## src/rtl/apb_rr_arbiter.sv

```systemverilog
// Round-robin arbiter sharing one APB master port between NREQ requesters.
// Grants one command at a time, runs SETUP/ACCESS and bounds ACCESS with a PREADY timeout.
module apb_rr_arbiter #(
   parameter int NREQ    = 4,
   parameter int ADDR_W  = 8,
   parameter int DATA_W  = 8,
   parameter int TIMEOUT = 16
) (
   input  logic                     pclk,
   input  logic                     presetn,
   input  logic [NREQ-1:0]          req,
   input  logic [NREQ-1:0]          req_write,
   input  logic [NREQ*ADDR_W-1:0]   req_addr,
   input  logic [NREQ*DATA_W-1:0]   req_wdata,
   output logic [NREQ-1:0]          done,
   output logic                     err,
   output logic [DATA_W-1:0]        rd_data,
   output logic                     psel,
   output logic                     penable,
   output logic                     pwrite,
   output logic [ADDR_W-1:0]        paddr,
   output logic [DATA_W-1:0]        pwdata,
   input  logic [DATA_W-1:0]        prdata,
   input  logic                     pready,
   input  logic                     pslverr
);

   localparam int IDX_W = $clog2(NREQ);
   localparam int CNT_W = (TIMEOUT > 1) ? $clog2(TIMEOUT) : 1;
   localparam logic [CNT_W-1:0] CNT_LAST = CNT_W'((TIMEOUT > 0) ? TIMEOUT - 1 : 0);

   typedef enum logic [1:0] {
      ST_IDLE,
      ST_SETUP,
      ST_ACCESS
   } state_t;

   state_t              state_reg, state_next;
   logic [IDX_W-1:0]    ptr_reg, ptr_next;
   logic [IDX_W-1:0]    gnt_reg, gnt_next;
   logic                pwrite_reg, pwrite_next;
   logic [ADDR_W-1:0]   paddr_reg, paddr_next;
   logic [DATA_W-1:0]   pwdata_reg, pwdata_next;
   logic [DATA_W-1:0]   rd_data_reg, rd_data_next;
   logic [CNT_W-1:0]    cnt_reg, cnt_next;

   logic [ADDR_W-1:0]   addr_arr  [NREQ];
   logic [DATA_W-1:0]   wdata_arr [NREQ];
   logic                win_found;
   logic [IDX_W-1:0]    win_idx;
   logic [IDX_W-1:0]    cand;
   logic                timeout_hit;
   logic                complete;

   generate
      for (genvar gi = 0; gi < NREQ; gi++) begin : g_unpack
         assign addr_arr[gi]  = req_addr[gi*ADDR_W +: ADDR_W];
         assign wdata_arr[gi] = req_wdata[gi*DATA_W +: DATA_W];
         assign done[gi]      = complete && (gnt_reg == IDX_W'(gi));
      end
   endgenerate

   generate
      if (TIMEOUT == 0) begin : g_no_timeout
         assign timeout_hit = 1'b0;
      end else begin : g_timeout
         assign timeout_hit = (state_reg == ST_ACCESS) && !pready && (cnt_reg == CNT_LAST);
      end
   endgenerate

   // Search downwards so the candidate closest to ptr is the last (winning) assignment.
   always_comb begin
      win_found = 1'b0;
      win_idx   = '0;
      cand      = '0;
      for (int k = NREQ - 1; k >= 0; k--) begin
         cand = IDX_W'((int'(ptr_reg) + k) % NREQ);
         if (req[cand]) begin
            win_found = 1'b1;
            win_idx   = cand;
         end
      end
   end

   always_comb begin
      state_next   = state_reg;
      ptr_next     = ptr_reg;
      gnt_next     = gnt_reg;
      pwrite_next  = pwrite_reg;
      paddr_next   = paddr_reg;
      pwdata_next  = pwdata_reg;
      rd_data_next = rd_data_reg;
      cnt_next     = cnt_reg;
      psel         = 1'b0;
      penable      = 1'b0;
      complete     = 1'b0;
      case (state_reg)
         ST_IDLE: begin
            if (win_found) begin
               state_next  = ST_SETUP;
               gnt_next    = win_idx;
               ptr_next    = (win_idx == IDX_W'(NREQ - 1)) ? '0 : win_idx + 1'b1;
               pwrite_next = req_write[win_idx];
               paddr_next  = addr_arr[win_idx];
               pwdata_next = req_write[win_idx] ? wdata_arr[win_idx] : '0;
            end
         end
         ST_SETUP: begin
            psel       = 1'b1;
            state_next = ST_ACCESS;
            cnt_next   = '0;
         end
         ST_ACCESS: begin
            psel     = 1'b1;
            penable  = 1'b1;
            complete = pready || timeout_hit;
            if (complete) begin
               state_next = ST_IDLE;
               if (pready && !pwrite_reg)
                  rd_data_next = prdata;
            end else begin
               cnt_next = cnt_reg + 1'b1;
            end
         end
         default: state_next = ST_IDLE;
      endcase
   end

   // A timeout that coincides with pready is an ordinary pready completion.
   assign err     = complete && ((pready && pslverr) || timeout_hit);
   assign pwrite  = pwrite_reg;
   assign paddr   = paddr_reg;
   assign pwdata  = pwdata_reg;
   assign rd_data = rd_data_reg;

   always_ff @(posedge pclk) begin
      if (!presetn) begin
         state_reg   <= ST_IDLE;
         ptr_reg     <= '0;
         gnt_reg     <= '0;
         pwrite_reg  <= 1'b0;
         paddr_reg   <= '0;
         pwdata_reg  <= '0;
         rd_data_reg <= '0;
         cnt_reg     <= '0;
      end else begin
         state_reg   <= state_next;
         ptr_reg     <= ptr_next;
         gnt_reg     <= gnt_next;
         pwrite_reg  <= pwrite_next;
         paddr_reg   <= paddr_next;
         pwdata_reg  <= pwdata_next;
         rd_data_reg <= rd_data_next;
         cnt_reg     <= cnt_next;
      end
   end

endmodule

```

## config.mk

```make
export PLATFORM = sky130hd
export DESIGN_NAME = apb_rr_arbiter
export DESIGN_NICKNAME = d
export VERILOG_FILES = /design/src/rtl/apb_rr_arbiter.sv
export SDC_FILE = /design/constraint.sdc
export NUM_CORES = 1
export LEC_CHECK = 0
export BUFFER_PORTS_ARGS = -buffer_cell sky130_fd_sc_hd__buf_4
export CORE_UTILIZATION = 49
export CTS_BUF_LIST = sky130_fd_sc_hd__clkbuf_4 sky130_fd_sc_hd__clkbuf_8
export CTS_CLUSTER_DIAMETER = 30
export DETAILED_ROUTE_END_ITERATION = 6
export HOLD_SLACK_MARGIN = 0.06
export PLACE_DENSITY_LB_ADDON = 0.05
export SLEW_MARGIN = 40
export SYNTH_ARGS = -nofsm -noshare
export SYNTH_HDL_FRONTEND = slang
export SYNTH_SLANG_ARGS = --single-unit
```

## constraint.sdc

```tcl
create_clock -name pclk -period 5.36 [get_ports pclk]
set_input_delay 0.268 -clock pclk [delete_from_list [all_inputs] [get_ports pclk]]
set_output_delay 0.268 -clock pclk [all_outputs]
set_load 0.005 [all_outputs]
```

==> metrics, run 1 <==
min-delay worst type in2reg; RSZ-0062 raised after global routing no; flops & latches, synth 35; clock skew 0.009152 ns; WP data required 5.54 ns; cts bufs inserted 5; largest net degree at the start of global routing 35; Ys Warns 0; Sw Ratio 30.47%; Sw Pwr 254.3 uW; fin nets 422; final hold slack 0.2162 ns; vias in the first global route 1,875; PD cells 274.1 nW/um^2; Clock transition at path regs 0.07 ns; Synth cell types 40; Routed WL 5060 um; Die Span Y 67.09 um; ant diodes 0; Int Pwr 580.1 uW; Fillers 331; CP Capture Type flop; I/O Buffers 115; Critical Path AT 2.52 ns; post-DP HPWL 3907 um; site row count 23; First DRT Iteration DRCs 86; # hold bufs at CTS 0; I/O pin count 116; global-route wire length before repair 7983 um; Setup Buffers After CTS 0; Via density 5.236; Setup TNS Final 0 ns; crit-path max FO 34; final setup vio count 0; post-route antenna net violation count 0; max-cap violation count 0; Reg2Reg Depth 6; top-area cell type share of the netlist area 33.76%; drt pass-1 iters 4; initial antenna violation count 0; sequential area share after synthesis 33.76%; number of synthesized flops with an enable pin 0; Synth Net Count 312; Initial Util 51.52%; Final Power 834.4 uW; status complete, no violations; post-layout min period 2.334 ns; core area 4029 sq um; ranking of synthesized cells by area dfxtp_1, mux2i_1, mux2_2; htree depth 2; later-pin clock latency in the skew report 0.28 ns; clock network fraction of design power 24.9%; Synth area leader dfxtp_1; Comb power frac 37.5%; clk buf depth 2; Post-synth top flop dfxtp_1; Die Width 67.09 um; Slew HR 53.88%; # DRC 0; Pins Over Slew Limit 0; Setup WS post-layout 3.026 ns; fmax 428.5 MHz; CTS tree yes; Crit Path Category reg2reg; Period Utilization, post-route 43.54%; Cells after Synth 224; GPL Wtd Cong 0.7334; Hold Path Stages 3; Place WS 3.036 ns; Fin. Hold Viols 0; fraction of registers with async set/reset 0%; Worst setup SP type flop; drt wl/cell 13.14 um; layout cells sized above 1 44.78%; Total GRT Usage 23.09%; clk sink count 35; Worst Tran Pin Value 0.6919 ns; leakage 1.455 nW; cell area after synthesis 2076 sq um; vias 2,016; proportion of power drawn by flip-flops and latches 37.5%; full die area 4500 sq um; Root Buffer clkbuf_8; # resized after CTS 0; area grow syn2layout 46.65%; Max VDD drop 0.1844 mV; GRT overflow 0; Avg Cell Area, Syn 9.267 sq um
-- stage by stage --
step / cells / util, % / cell area (sq um)
floorplan: 224 / - / 2076
global placement: 377 / 72.89 / 2937
detailed placement: 377 / 72.89 / 2937
CTS: 385 / 75.47 / 3040
global route: 385 / 75.56 / 3044
finish: 385 / 75.56 / 3044
-- power groups by stage --
stage	Combinational [mW]	Clock, mW	Sequential, mW
floorplan	0.202	0	0.317
global placement	0.310	0	0.318
detailed placement	0.315	0	0.318
CTS	0.316	0.212	0.313
global route	0.343	0.224	0.317
finish	0.313	0.208	0.313
-- per-layer routing --
layer / track usage, % / share of wire (%) / vias to the layer above
met5: 0 / 0 / -
met4: 5.851 / 1.3 / 0
met3: 6.164 / 6.7 / 6
met2: 41.63 / 49 / 70
met1: 26.40 / 43 / 907
li1: - / - / 1033
-- logic make-up (layout without fill, tap and decap cells) --
kind of cell,after synthesis,after routing,synth area share [%]
multiplexers,59,59,29.42
flip-flops,35,35,33.76
AO/OA/AOI/OAI,38,38,13.14
AND/OR/NAND/NOR,70,70,16.82
XOR/XNOR,1,1,0.4220
adder cells (fa/ha/maj),4,4,2.411
buffers and inverters,17,128,4.038
-- critical path, stage by stage, from the launching register on --
cell	delay [ns]
dfxtp_1	0.46
mux2i_1	0.25
o22ai_2	0.16
nor2_8	0.56
mux2i_1	0.22
a21o_4	0.30
o31ai_1	0.27
-- cells in the final DEF, fill, tap and decap left out, types with 2 or more instances in the layout --
master | synthesis | layout
o31ai_1 | 5 | 5
and2_1 | 2 | 2
o21ai_1 | 9 | 9
clkbuf_8 | 0 | 7
a21oi_1 | 9 | 9
buf_4 | 1 | 115
a211oi_1 | 2 | 2
inv_1 | 4 | 4
mux2i_1 | 43 | 43
o31ai_2 | 3 | 3
nor3b_1 | 2 | 2
o21ai_0 | 2 | 2
nor3_1 | 3 | 3
and3_1 | 2 | 2
ha_1 | 4 | 4
nand3_1 | 17 | 17
nor2b_1 | 2 | 2
mux2_2 | 16 | 16
nor2_1 | 20 | 20
dfxtp_1 | 35 | 35
nand2_1 | 15 | 15
-- layout make-up --
cell class	count	area (sq um)	area share [%]
multi-input combinational	172	1295	42.54
timing repair buffer	115	863.3	28.36
sequential	35	700.7	23.02
clock buffer	7	96.34	3.165
tap	50	62.56	2.055
inverter	5	18.77	0.6165
clock inverter	1	7.507	0.2466
-- final timing paths --
check             slack (ns)  startpoint    endpoint
hold / removal          0.22   prdata[1]  rd_data[1]
hold reg to reg         0.46    paddr[2]    paddr[2]
setup reg to reg        3.03  ptr_reg[1]   pwdata[4]
setup / recovery        3.03  ptr_reg[1]   pwdata[4]
-- Yosys cell counts (all sizes together) (2+ instances only) --
library cell,count
buf,5
inv,4
clkbuf,7
nor2b,2
and3,2
a21oi,9
o31ai,8
nand2b,2
dfxtp,35
ha,4
mux2,16
nand3,17
nor3b,3
nand2,15
mux2i,43
nor2,21
and2,2
o21ai,11
a211oi,2
nor3,3
(Power assumes the default switching activity.)
==> run 2, diff against run 1 <==
--- a/config.mk
+++ b/config.mk
@@ -5,8 +5,9 @@
 export SDC_FILE = /design/constraint.sdc
 export NUM_CORES = 1
 export LEC_CHECK = 0
+export ABC_AREA = 1
 export BUFFER_PORTS_ARGS = -buffer_cell sky130_fd_sc_hd__buf_4
-export CORE_UTILIZATION = 49
+export CORE_UTILIZATION = 44
 export CTS_BUF_LIST = sky130_fd_sc_hd__clkbuf_4 sky130_fd_sc_hd__clkbuf_8
 export CTS_CLUSTER_DIAMETER = 30
 export DETAILED_ROUTE_END_ITERATION = 6
==> constraint.sdc (replaced) <==
create_clock -name pclk -period 1.9 [get_ports pclk]
set_input_delay 0.095 -clock pclk [delete_from_list [all_inputs] [get_ports pclk]]
set_output_delay 0.095 -clock pclk [all_outputs]
set_load 0.005 [all_outputs]
==> run 2 against run 1 <==
  * Count of clock-buffer cells in the layout down 2
  * Global-route usage down 0.90 points
  * Via count up 49%
  * Hold slack worse by 0.14 ns
  * Area after synthesis up 26%
  * Clock skew down 0.0025 ns
  * Setup slack worse by 3.0 ns
  * Power rose to 7.4 times the previous value
  * Wire length up 49%
  * Maximum frequency up 25%
  * Register-to-register slack worse by 3.0 ns
  * Final cell count up 59%
==> metrics, run 2 <==
status complete, no violations; I/O Buffers 115 (unchanged); later-pin clock latency in the skew report 0.29 ns (about the same); dpl cells 599 (+59%); Synth area leader dfxtp_1; Pins Over Slew Limit 0 (unchanged); post-synthesis xor/xnor area fraction 0% (-0.42 points); number of synthesized flops with an enable pin 0 (unchanged); Crit path top cell by count nand2_1; reg2reg end pwdata[7]; Initial Util 46.70% (-4.8 points); Compound-Gate Fraction of Synth Area 9.890% (-3.3 points); crit path max-delay cell type dfxtp_2; full die area 6264 sq um (+39%); Int Pwr 3.183 mW (+450%); combinational family with the most area after synthesis simple AND/OR/NAND/NOR gates; GPL Wtd Cong 0.8273 (+13%); CP max stage delay 0.36 ns (-0.20 ns); Setup TNS Final 0 ns (unchanged); min-delay worst type in2reg; Sw Pwr 3.016 mW (+1100%); Cells after Synth 415 (+85%); post-DP HPWL 5329 um (+36%); site row count 27 (+17%); CP top delay family simple AND/OR/NAND/NOR gates; Clock transition at path regs 0.08 ns (about the same); Layout Cells excl Fill 613 (+59%); RSZ-0062 raised after global routing yes; max-cap violation count 0 (unchanged); Setup WS post-layout 0.03082 ns (-2.996 ns); leakage 2.131 nW (+47%); crit-path max FO 8 (-76%); GRT overflow 0 (unchanged); Sw Ratio 48.65% (+18 points); post-route antenna net violation count 0 (unchanged); commonest cells after routing, fill and taps aside nand2_1, buf_4, inv_1; Synth Area in Simple Gates 46.25% (+29 points); min-delay src prdata[1]; CTS tree yes; Critical Path AT 2.11 ns (-0.41 ns); Hold Path Stages 3 (unchanged); Fin. Hold Viols 0 (unchanged); htree depth 2 (unchanged); sequential area share after synthesis 26.76% (-7.0 points); flops & latches, synth 35 (unchanged); PD cells 1547 nW/um^2 (+460%); most numerous cell in the Yosys netlist nand2_1; cts bufs inserted 5 (unchanged); core area 5608 sq um (+39%); global-route wire length before repair 11,210 um (+40%); vias 3,006 (+49%); WP data required 2.14 ns (-3.40 ns); area grow syn2layout 53.03%; top-area cell type share of the netlist area 26.76% (-7.0 points); Ys Warns 0 (unchanged); cell area after synthesis 2619 sq um (+26%); ranking of synthesized cells by area dfxtp_1, nand2_1, nand3_1; Max VDD drop 1.211 mV (+560%); origin of the critical flop-to-flop path ptr_reg[0]; Slew HR 81.93% (+28 points); initial antenna violation count 0 (unchanged); final hold slack 0.07688 ns (-0.1393 ns); drt pass-1 iters 4 (unchanged); Die Width 79.15 um (+18%); ant diodes 0 (unchanged); Reg2Reg Depth 14 (+8); mux cell area share after synthesis 0% (-29 points); I/O pin count 116 (unchanged); clock network fraction of design power 8.7% (-16 points); hold path endpoint rd_data[1]; Synth cell types 31 (-23%); register-to-register setup slack 0.03 ns (-3.00 ns); clk sink count 35 (unchanged); drt wl/cell 12.32 um (-6.3%); fmax 535.0 MHz (+25%); crit path cell chain buf_12 -> nand2_1 -> nand2_4 -> nand2_2 -> nand2_1 -> nand2_1 -> nand2_2 -> nand2_4 -> a21oi_4 -> buf_6 -> nand3_1 -> nand2_1 -> nand3_2 -> a21oi_2; proportion of power drawn by flip-flops and latches 17.8% (-20 points); Routed WL 7550 um (+49%); Place WS -0.08674 ns (-3.122 ns); Worst setup SP type flop; layout cells sized above 1 41.22% (-3.6 points); Comb power frac 73.5% (+36 points); First DRT Iteration DRCs 75 (-13%); Avg Cell Area, Syn 6.310 sq um (-32%); Total GRT Usage 22.18% (-0.90 points); fin nets 628 (+49%); Via density 4.904 (-6.4%); largest net degree at the start of global routing 21 (-40%); adder-cell share of the synthesized area 1.911% (-0.50 points); fraction of registers with async set/reset 0% (unchanged); Period Utilization, post-route 98.38% (+55 points); post-layout min period 1.869 ns (-0.4645 ns); Die Span Y 79.15 um (+18%); vias in the first global route 2,650 (+41%); clock skew 0.006643 ns (-0.002509 ns); worst path bufs/invs 2 (+2); Crit Path Category reg2reg; # DRC 0 (unchanged); CP Capture Type flop; Post-synth top flop dfxtp_1; Synth Net Count 503 (+61%); clk buf depth 2 (unchanged); Fillers 500 (+51%); Root Buffer clkbuf_8; Worst Tran Pin Value 0.2704 ns (-0.4215 ns); final setup vio count 0 (unchanged); Synth top cells by count nand2_1, inv_1, nand3_1
-- run 2: repair_timing --
item	in CTS	in global routing
pin swaps	0	26
endpoints found under the setup margin	6	26
cloned	0	1
buffers inserted	0	5
resized for setup	4	57
hold buffers	0	0
-- run 2: worst max-delay path by stage --
stage	startpoint	end	slack, ns	cells past startpoint
finish	ptr_reg[0]	pwdata[7]	0.03	14
global route	ptr_reg[0]	pwdata[7]	-0.08	14
CTS	ptr_reg[0]	ptr_reg[1]	-0.006	15
detailed placement	ptr_reg[0]	paddr[1]	-0.09	13
global placement	ptr_reg[0]	paddr[1]	0.01	13
floorplan	ptr_reg[0]	paddr[3]	0.20	15
-- run 2: through the flow --
step / utilization, % / total power, mW / area, sq um
floorplan: - / 3.782 / 2619
global placement: 64.30 / 4.816 / 3606
detailed placement: 64.30 / 4.898 / 3606
CTS: 66.06 / 5.495 / 3705
global route: 71.46 / 6.671 / 4008
finish: 71.46 / 6.199 / 4008
-- run 2: final cells by class --
class / instances / area [sq um] / share of cell area, %
multi-input combinational: 292 / 1712 / 42.71
timing repair buffer: 135 / 1125 / 28.07
sequential: 35 / 703.2 / 17.55
inverter: 71 / 289.0 / 7.212
tap: 72 / 90.09 / 2.248
clock buffer: 5 / 68.82 / 1.717
clock inverter: 3 / 20.02 / 0.4995
-- run 2: metal layers --
metal	GRT usage, %	routed length [um]	part of all wire [%]	up-vias
li1	-	-	-	1548
met1	25.73	3093	41	1350
met2	39.74	3844	51	90
met3	3.908	381	5.0	18
met4	9.273	231	3.1	0
met5	0	0	0	-
-- run 2: kinds of logic after synthesis --
kind of cell	Yosys count
simple gates	252
buf+inv	88
compound gates	36
flops	35
fa+ha+maj	4
-- run 2: power groups by stage --
| stage | registers (mW) | logic (mW) | clock network, mW |
|---|---|---|---|
| 5_1_grt | 1.13 | 4.97 | 0.575 |
| 6_report | 1.10 | 4.55 | 0.542 |
| 3_3_place_gp | 1.10 | 3.72 | 0 |
| 4_1_cts | 1.09 | 3.85 | 0.556 |
| 3_5_place_dp | 1.11 | 3.79 | 0 |
| 2_1_floorplan | 1.09 | 2.69 | 0 |
-- run 2: tightest hold or removal path: stages --
cell	delay, ns
buf_4	0.11
nand3_1	0.07
a21oi_1	0.05
